### config.mk
export PLATFORM = sky130hd
export DESIGN_NAME = fp_unit_arbiter
export DESIGN_NICKNAME = d
export VERILOG_FILES = /design/src/rtl/fp_unit_arbiter.sv
export SDC_FILE = /design/constraint.sdc
export NUM_CORES = 1
export LEC_CHECK = 0
export ABC_AREA = 1
export CELL_PAD_IN_SITES_DETAIL_PLACEMENT = 1
export CELL_PAD_IN_SITES_GLOBAL_PLACEMENT = 1
export CORE_MARGIN = 1
export CORE_UTILIZATION = 29
export CTS_BUF_LIST = sky130_fd_sc_hd__clkbuf_16
export DETAILED_ROUTE_END_ITERATION = 8
export PLACE_DENSITY = 0.81
export SETUP_SLACK_MARGIN = 0.15
export SKIP_LAST_GASP = 1
export SYNTH_ARGS = -nofsm -noshare
export SYNTH_HDL_FRONTEND = slang
export SYNTH_SLANG_ARGS = --single-unit
### constraint.sdc
create_clock -name clk -period 2.5 [get_ports clk]
set_input_delay 0.25 -clock clk [delete_from_list [all_inputs] [get_ports clk]]
set_output_delay 0.25 -clock clk [all_outputs]
set_load 0.1 [all_outputs]
### src/rtl/fp_unit_arbiter.sv
// Round-robin arbiter and sequencer that shares one start/done arithmetic unit among N_REQ
// requesters, with a watchdog that clears a hung unit and returns an error response.
module fp_unit_arbiter #(
    parameter int N_REQ   = 4,
    parameter int WIDTH   = 16,
    parameter int TIMEOUT = 255
) (
    input  logic                   clk,
    input  logic                   rst,
    input  logic [N_REQ-1:0]       req,
    input  logic [N_REQ*WIDTH-1:0] a_in,
    input  logic [N_REQ*WIDTH-1:0] b_in,
    output logic [N_REQ-1:0]       gnt,
    output logic [N_REQ-1:0]       rsp_valid,
    output logic [WIDTH-1:0]       rsp_data,
    output logic                   rsp_err,
    output logic                   busy,
    output logic                   u_start,
    output logic [WIDTH-1:0]       u_A,
    output logic [WIDTH-1:0]       u_B,
    output logic                   u_clear,
    input  logic                   u_done,
    input  logic [WIDTH-1:0]       u_out
);
    localparam int IDX_W = (N_REQ > 1) ? $clog2(N_REQ) : 1;
    localparam int CNT_W = $clog2(TIMEOUT);
    localparam logic [CNT_W-1:0] CNT_LAST = CNT_W'(TIMEOUT - 1);
    localparam logic [IDX_W-1:0] IDX_LAST = IDX_W'(N_REQ - 1);

    typedef enum logic [1:0] {
        IDLE  = 2'd0,
        ISSUE = 2'd1,
        WAIT  = 2'd2,
        RESP  = 2'd3
    } state_e;

    state_e           state_q, state_d;
    logic [IDX_W-1:0] idx_q, idx_d;
    logic [IDX_W-1:0] ptr_q, ptr_d;
    logic [IDX_W-1:0] sel_idx_s, cand_s;
    logic             sel_found_s;
    logic [CNT_W-1:0] cnt_q, cnt_d;
    logic [N_REQ-1:0] gnt_q, gnt_d;
    logic [N_REQ-1:0] rsp_valid_q, rsp_valid_d;
    logic [WIDTH-1:0] rsp_data_q, rsp_data_d;
    logic             rsp_err_q, rsp_err_d;
    logic             busy_q, busy_d;
    logic             u_start_q, u_start_d;
    logic             u_clear_q, u_clear_d;
    logic [WIDTH-1:0] u_a_q, u_a_d;
    logic [WIDTH-1:0] u_b_q, u_b_d;

    // Round-robin pick: first set request at or above ptr, wrapping around.
    always_comb begin
        sel_found_s = 1'b0;
        sel_idx_s   = '0;
        cand_s      = '0;
        // Walk downward so the closest candidate to ptr is the last one written.
        for (int k = N_REQ - 1; k >= 0; k--) begin
            cand_s = IDX_W'((int'(ptr_q) + k) % N_REQ);
            if (req[cand_s]) begin
                sel_found_s = 1'b1;
                sel_idx_s   = cand_s;
            end else begin
                sel_found_s = sel_found_s;
            end
        end
    end

    // Next-state and registered-output computation for the sequencer.
    always_comb begin
        state_d     = state_q;
        idx_d       = idx_q;
        ptr_d       = ptr_q;
        cnt_d       = cnt_q;
        u_a_d       = u_a_q;
        u_b_d       = u_b_q;
        rsp_data_d  = '0;
        rsp_err_d   = 1'b0;
        u_clear_d   = 1'b0;
        gnt_d       = '0;
        rsp_valid_d = '0;
        case (state_q)
            IDLE: begin
                if (sel_found_s) begin
                    state_d = ISSUE;
                    idx_d   = sel_idx_s;
                    u_a_d   = a_in[sel_idx_s*WIDTH +: WIDTH];
                    u_b_d   = b_in[sel_idx_s*WIDTH +: WIDTH];
                end else begin
                    state_d = IDLE;
                end
            end
            ISSUE: begin
                cnt_d   = '0;
                state_d = WAIT;
            end
            WAIT: begin
                // The clear cycle is the final WAIT cycle; a done arriving then is stale.
                if (u_clear_q) begin
                    rsp_err_d = 1'b1;
                    state_d   = RESP;
                end else if (u_done) begin
                    rsp_data_d = u_out;
                    state_d    = RESP;
                end else if (cnt_q == CNT_LAST) begin
                    u_clear_d = 1'b1;
                end else begin
                    cnt_d = cnt_q + CNT_W'(1);
                end
            end
            RESP: begin
                state_d = IDLE;
                ptr_d   = (idx_q == IDX_LAST) ? '0 : idx_q + IDX_W'(1);
            end
            default: begin
                state_d = IDLE;
            end
        endcase

        if (state_d != IDLE) begin
            gnt_d[idx_d] = 1'b1;
        end else begin
            gnt_d = '0;
        end
        if (state_d == RESP) begin
            rsp_valid_d[idx_d] = 1'b1;
        end else begin
            rsp_valid_d = '0;
        end
        u_start_d = (state_d == ISSUE);
        busy_d    = (state_d != IDLE);
    end

    // State and output registers.
    always_ff @(posedge clk or negedge rst) begin
        if (!rst) begin
            state_q     <= IDLE;
            idx_q       <= '0;
            ptr_q       <= '0;
            cnt_q       <= '0;
            gnt_q       <= '0;
            rsp_valid_q <= '0;
            rsp_data_q  <= '0;
            rsp_err_q   <= 1'b0;
            busy_q      <= 1'b0;
            u_start_q   <= 1'b0;
            u_clear_q   <= 1'b0;
            u_a_q       <= '0;
            u_b_q       <= '0;
        end else begin
            state_q     <= state_d;
            idx_q       <= idx_d;
            ptr_q       <= ptr_d;
            cnt_q       <= cnt_d;
            gnt_q       <= gnt_d;
            rsp_valid_q <= rsp_valid_d;
            rsp_data_q  <= rsp_data_d;
            rsp_err_q   <= rsp_err_d;
            busy_q      <= busy_d;
            u_start_q   <= u_start_d;
            u_clear_q   <= u_clear_d;
            u_a_q       <= u_a_d;
            u_b_q       <= u_b_d;
        end
    end

    assign gnt       = gnt_q;
    assign rsp_valid = rsp_valid_q;
    assign rsp_data  = rsp_data_q;
    assign rsp_err   = rsp_err_q;
    assign busy      = busy_q;
    assign u_start   = u_start_q;
    assign u_clear   = u_clear_q;
    assign u_A       = u_a_q;
    assign u_B       = u_b_q;

endmodule
# ---- After elaboration in Yosys (flattened, before gate mapping)
# Cells that the tools add are included.
# W data, S select, Z words.
dict set report totals {
  register_bits 74
  wordCells 82
  inputBits 151
}
dict set report classes {
  shifts 2
  eq_ne 10
  order_cmp 6
  n_mux 40
  n_addsub 5
  n_reduce_logical 6
}
# cell n
set ops {}
lappend ops {{$shiftx A64 B7 Y16} 2}
lappend ops {{$mux W16} 3}
lappend ops {{$mux W8} 3}
lappend ops {{$mux W2} 9}
lappend ops {{$mux W1} 16}
lappend ops {{$pmux W8 S2} 1}
lappend ops {{$lt A2 B3 Y1 const B} 5}
lappend ops {{$add A8 B1 Y8 const B} 1}
lappend ops {{$bmux W1 S2} 4}
lappend ops {{$eq A2 B2 Y1 const B} 4}
lappend ops {{$eq A8 B8 Y1 const B} 1}
lappend ops {{$mux W4} 2}
lappend ops {{$pmux W2 S4} 1}
lappend ops {{$ne A2 B2 Y1 const B} 3}
lappend ops {{$add A2 B1 Y2 const B} 2}
lappend ops {{$add A2 B2 Y2 const B} 2}
lappend ops {{$eq A2 B1 Y1 const B} 2}
lappend ops {{$reduce_and A4 Y1} 1}
lappend ops {{$reduce_bool A2 Y1} 2}
lappend ops {{$demux W1 S2} 1}
lappend ops {{$ge A2 B1 Y1 const B} 1}
lappend ops {{$logic_not A2 Y1} 1}
lappend ops {{$reduce_and A2 Y1} 1}
lappend ops {{$logic_and A1 B1 Y1} 1}

# ---- Depth between registers and ports, before layout
dict set report logic_depth {
  ltp_word 14
  mapped_depth 17
}

# ---- Least setup slack after synthesis
# OpenSTA, ideal clock, no wires.
dict set report synth_timing {
  kind {register -> register}
  startpoint {register u_clear_q (netlist: u_clear)}
  endpoint {register cnt_q[7]}
  path_buffers 0
  synth_period_minus_slack_ns 1.925
  setup_time_ns 0.118
  arrival_time_ns 1.807
  path_slack_ns 0.575
  stages_incl_launch_ff 9
  path_cell_list {dfrtp_1 nor3_1 nand2_1 nand2_1 nand2_1 nor2_1 nand3_1 xor2_1 nor2_1}
}
dict set report synth_between {
  elab_chain_cells 2
}
# element line
set synth_lines {}
lappend synth_lines {{start: declaration} 49} ;# logic u_clear_q, u_clear_d;
lappend synth_lines {{start signal: assignment} 162} ;# u_clear_q <= u_clear_d;
lappend synth_lines {{$ne A2 B2 Y1 (no source line)} --}
lappend synth_lines {{$reduce_and A4 Y1 (no source line)} --}
lappend synth_lines {{end signal: assignment} 155} ;# cnt_q <= cnt_d;
lappend synth_lines {{end: declaration} 42} ;# logic [CNT_W-1:0] cnt_q, cnt_d;
# Every way passes these cells.
# A chain may end at the register's enable or synchronous reset.

# ---- Final worst setup path
dict set report layout_timing {
  startpoint {register ptr_q[0]}
  endpoint {register u_a_q[14] (netlist: u_A[14])}
}
dict set report layout_between {
  elab_chain_cells 8
  elab_cells_between_ends 21
  classes_between {3 x add/sub; 1 x shift; 16 x mux; 1 x reduce/logical}
}
# element line
set layout_lines {}
lappend layout_lines {{start: declaration} 39} ;# logic [IDX_W-1:0] ptr_q, ptr_d;
lappend layout_lines {{start signal: assignment} 154} ;# ptr_q <= ptr_d;
lappend layout_lines {{$add A2 B2 Y2} 60} ;# cand_s = IDX_W'((int'(ptr_q) + k) % N_REQ);
lappend layout_lines {{$bmux W1 S2} 61} ;# if (req[cand_s]) begin
lappend layout_lines {{$mux W1 (implied by the code)} 61}
lappend layout_lines {{$mux W2 / $mux W1 (equally long branches) (4 in a row)} 61}
lappend layout_lines {{$shiftx A64 B7 Y16 / $reduce_and A2 Y1 (equally long branches)} --}
lappend layout_lines {{end signal: assignment} 163} ;# u_a_q <= u_a_d;
lappend layout_lines {{end: declaration} 50} ;# logic [WIDTH-1:0] u_a_q, u_a_d;
# Parallel ways exist; a longest one is shown, timed or not. The select of a mux whose other input is x is not followed.

==> results <==
- The number of levels the H-tree was split into is 3.
- The via count of the first global-routing pass is 5,340.
- Of all flip-flops after synthesis, the portion carrying an async set or reset was 1.00.
- Summed over all layers, the global routing overflow is 0.
- For this run, the number of Yosys warnings is 0.
- The upper clock frequency limit is 471 MHz.
- In the layout the commonest cells are sky130_fd_sc_hd__nand2_1 (206), sky130_fd_sc_hd__inv_1 (164), sky130_fd_sc_hd__clkdlybuf4s50_1 (149).
- At the worst endpoint, the arrival time is 2.36 ns.
- The later pin in the worst-skew pair is clocked with a latency of 0.34 ns.
- The worst-case IR drop observed on VDD is 0.695 mV.
- The startpoint identified for the worst register-to-register timing path is ptr_q[0].
- The global-route wire length before repair is 27,200 um.
- The largest net degree at the start of global routing is 65.
- After global routing, the most crowded layer is met2.
- The routing usage on met1 is 0.238.
- Setup repair after global routing left no endpoint under its margin.
- Buffers inserted during clock tree synthesis total 9.
- The cell row count is 47.
- After layout, the worst setup slack is 0.378 ns.
- The worst setup path is captured at a register.
- The synthesized area is 0.00488 sq mm.
- The top-area cell type share of the netlist area is 0.380.
- The worst-case setup slack after placement is 0.216 ns.
- At the end of routability-driven placement, the weighted congestion stood at 0.835.
- The leakage power total is 4.16 nW.
- The aggregate negative setup slack is 0 ns.
- The final-report setup violation count is 0.
- Post-CTS timing repair inserted 0 buffers for setup.
- Yosys mapped the design onto 29 distinct sky130hd cell types.
- Summed over all layers, the routed wires come to 16,600 um.
- The number of cells on the worst reg-to-reg path is 15.
- The count of buffers inserted at the top-level ports is 210.
- For the pin with the worst max-slew slack, the measured transition is 0.614 ns.
- The post-synthesis net count is 890.
- The final cell area excluding filler cells is 0.00732 sq mm.
- Following the worst setup path forward leads to its endpoint at u_A[14].
- For this run, the register share of the synthesized area comes to 0.380.
- At the end of the flow, the number of nets in the layout was 1,095.
- The end of the worst register-to-register path is u_A[14].
- The mean number of vias per cell is 4.43.
- The residual DRC count is 0.
- The worst setup path is launched from a register.
- In the synthesized netlist the dominant register cell turns out to be sky130_fd_sc_hd__dfrtp_1.
- The initial utilization of the core area, before any placement, comes to 0.295.
- Counting the fill cells in the layout gives 2,135.
- Each instance of the synthesized netlist takes up on average 6.67 sq um.
- For this design, the sink count on the clock tree is 74.
- Hold is met by 0.427 ns.
- Relative to the synthesized area, the layout overhead comes to 50.2%.
- The HPWL after detailed placement is 12,500 um.
- The number of maximum-capacitance violations is 0.
- The detail route stage leaves a number of antenna-violating nets equal to 0.
- The clock skew after layout is 0.0118 ns.
- Setup slack on the worst reg-to-reg path comes out at 0.38 ns.
- The synthesis-stage register bit count is 74.
- The final count of hold timing violations came to 0.
- In the finished design, the share of the clock period the worst path needs comes to 0.849.
- The launching element of the worst setup path is ptr_q[0].
- The count of pins over their slew limit is 0.
- The worst hold path belongs to the class primary input to register.
- The library cell used most frequently in the layout, excluding fill and tap cells, is sky130_fd_sc_hd__nand2_1.
- Yosys attributes the largest share of cell area to sky130_fd_sc_hd__dfrtp_1 (38%), sky130_fd_sc_hd__nand2_1 (16%), sky130_fd_sc_hd__nand3_1 (14%).
- Clock-pin slew was measured on the worst setup and hold paths at 0.07 ns.
- The required time at the endpoint of the critical path is 2.74 ns.
- The number of ports placed on the die boundary is 211.
- The first-pass iteration count of the detailed router is 4.
- From bottom edge to top edge, the die measures 132 um.
- In this run the tightest slew margin relative to its limit is 0.591.
- The routing usage on met3 is 0.0494.
- In the global route stage, overall resource usage came out at 0.198.
- The flow ran to the end, and the final reports show no timing, DRC or antenna violations.
- The power per cell area is 1570 mW/mm^2.
- The instance area after placement is 0.00701 sq mm.
- Summing over every cut layer, the via total after detailed routing is 5,144.
- After the first detailed-routing iteration, the DRC count stood at 182.
- In this run, synthesis inferred 0 flip-flops with an integrated enable.
- The CTS tree is yes.
- For met2 alone, demand over resource in global routing was 0.342.
- The maximum clock insertion buffer count is 2.
- After floorplanning, the core was sized to cover 0.0165 sq mm.
- The gate count after technology mapping is 731.
- The average detailed-routed wire length per instance is 14.3 um.
- In this run the horizontal extent of the chip is 132 um.
- The number of antenna violations at the first check in global routing is 1.
- The most area-hungry cell type in the Yosys netlist is sky130_fd_sc_hd__dfrtp_1.
- The floorplan step defined a die boundary enclosing 0.0173 sq mm.
- The worst setup path is of the register to register kind.
- Of the cells placed in the final design, the portion with a size suffix greater than 1 is 0.158.
- Subtracting the final worst setup slack from the clock period gives 2.12 ns.
- The root cell of the clock tree is sky130_fd_sc_hd__clkbuf_16.
- Along the worst path, the maximum fanout reaches 27.
-- kinds of logic (layout without fill, tap and decap cells) --
kind of cell	Yosys count	count (layout)	share of synthesized area
AOI/OAI and AO/OA	14	14	0.0169
xor gates and xnor gates	2	2	0.00359
adders and majority gates	8	8	0.0205
buffers and inverters	204	414	0.185
DFF	74	74	0.380
other	0	1	0
and+or+nand+nor	429	429	0.394
-- power breakdown --
part | switching (mW) | internal, mW | total, mW
clock network | 0.543 | 0.780 | 1.32
registers | 0.249 | 1.65 | 1.90
logic | 5.99 | 2.25 | 8.24
-- synthesized netlist by cell type (2+ instances only) --
cell,number
sky130_fd_sc_hd__clkbuf_1,5
sky130_fd_sc_hd__nor2_1,36
sky130_fd_sc_hd__buf_12,3
sky130_fd_sc_hd__o22ai_1,2
sky130_fd_sc_hd__dfrtp_1,74
sky130_fd_sc_hd__nand2_1,206
sky130_fd_sc_hd__o21ai_2,2
sky130_fd_sc_hd__nor3_1,2
sky130_fd_sc_hd__inv_1,164
sky130_fd_sc_hd__buf_4,6
sky130_fd_sc_hd__inv_2,6
sky130_fd_sc_hd__buf_2,14
sky130_fd_sc_hd__buf_6,5
sky130_fd_sc_hd__a21oi_1,4
sky130_fd_sc_hd__nand2_2,41
sky130_fd_sc_hd__ha_1,8
sky130_fd_sc_hd__o21ai_0,5
sky130_fd_sc_hd__nand4_1,2
sky130_fd_sc_hd__nand3_1,135
sky130_fd_sc_hd__nand3_2,2
-- per-stage QoR --
stage	utilization	power [mW]	instances
after floorplan	-	8.37	731
after global placement	0.424	10.1	1144
after detailed placement	0.424	10.2	1144
after CTS	0.443	11.6	1161
after global routing	0.443	12.3	1161
final	0.443	11.5	1162
-- critical path, stage by stage (launching register included) --
cell and delay (ns):
sky130_fd_sc_hd__dfrtp_2 0.46, sky130_fd_sc_hd__inv_2 0.18, sky130_fd_sc_hd__nand2_1 0.09, sky130_fd_sc_hd__nand2_2 0.08, sky130_fd_sc_hd__nand2_2 0.08, sky130_fd_sc_hd__nand2_4 0.09
sky130_fd_sc_hd__nor2_2 0.04, sky130_fd_sc_hd__nor2_1 0.10, sky130_fd_sc_hd__nand2_2 0.10, sky130_fd_sc_hd__nand2_4 0.21, sky130_fd_sc_hd__buf_12 0.23, sky130_fd_sc_hd__nand2_1 0.07
sky130_fd_sc_hd__nand3_1 0.10, sky130_fd_sc_hd__nand2_1 0.06, sky130_fd_sc_hd__nand2_1 0.05, sky130_fd_sc_hd__nand2_1 0.05
-- area by class of cell --
type,count,area [sq um],share of cell area
antenna,1,2.50,0.000342
clock buffer,9,225,0.0308
clock inverter,7,73.8,0.0101
inverter,170,638,0.0871
multi-input combinational,453,2130,0.290
sequential,74,1850,0.253
tap,220,275,0.0376
timing repair buffer,228,2130,0.291
-- flip-flops by register name (all words and copies together), names as in the netlist --
name and flops:
rsp_data 16, u_A 16, u_B 16, cnt_q 8, gnt 4, rsp_valid 4
idx_q 2, ptr_q 2, state_q 2, busy 1, rsp_err 1, u_clear 1
u_start 1
-- worst min-delay path by stage --
stage / from / cells after the start / to / slack, ns
final: u_out[3] / 3 / rsp_data[3] / 0.43
after global routing: u_out[4] / 3 / rsp_data[4] / 0.43
after CTS: u_out[10] / 3 / rsp_data[10] / 0.41
after detailed placement: rst / 1 / u_A[0] / 0.30
after global placement: rst / 1 / u_A[3] / 0.30
after floorplan: rst / 0 / busy / -0.05
-- per-layer routing --
layer | vias up | routed length, um
li1 | 2584 | -
met1 | 2402 | 7200
met2 | 136 | 8160
met3 | 22 | 949
met4 | 0 | 336
met5 | - | 0
-- repair_timing --
action	CTS	global route
endpoints found under the setup margin	0	3
hold endpoints to repair	43	0
gates resized for setup	0	2
hold buffers	1	0
(Power assumes the default switching activity.)
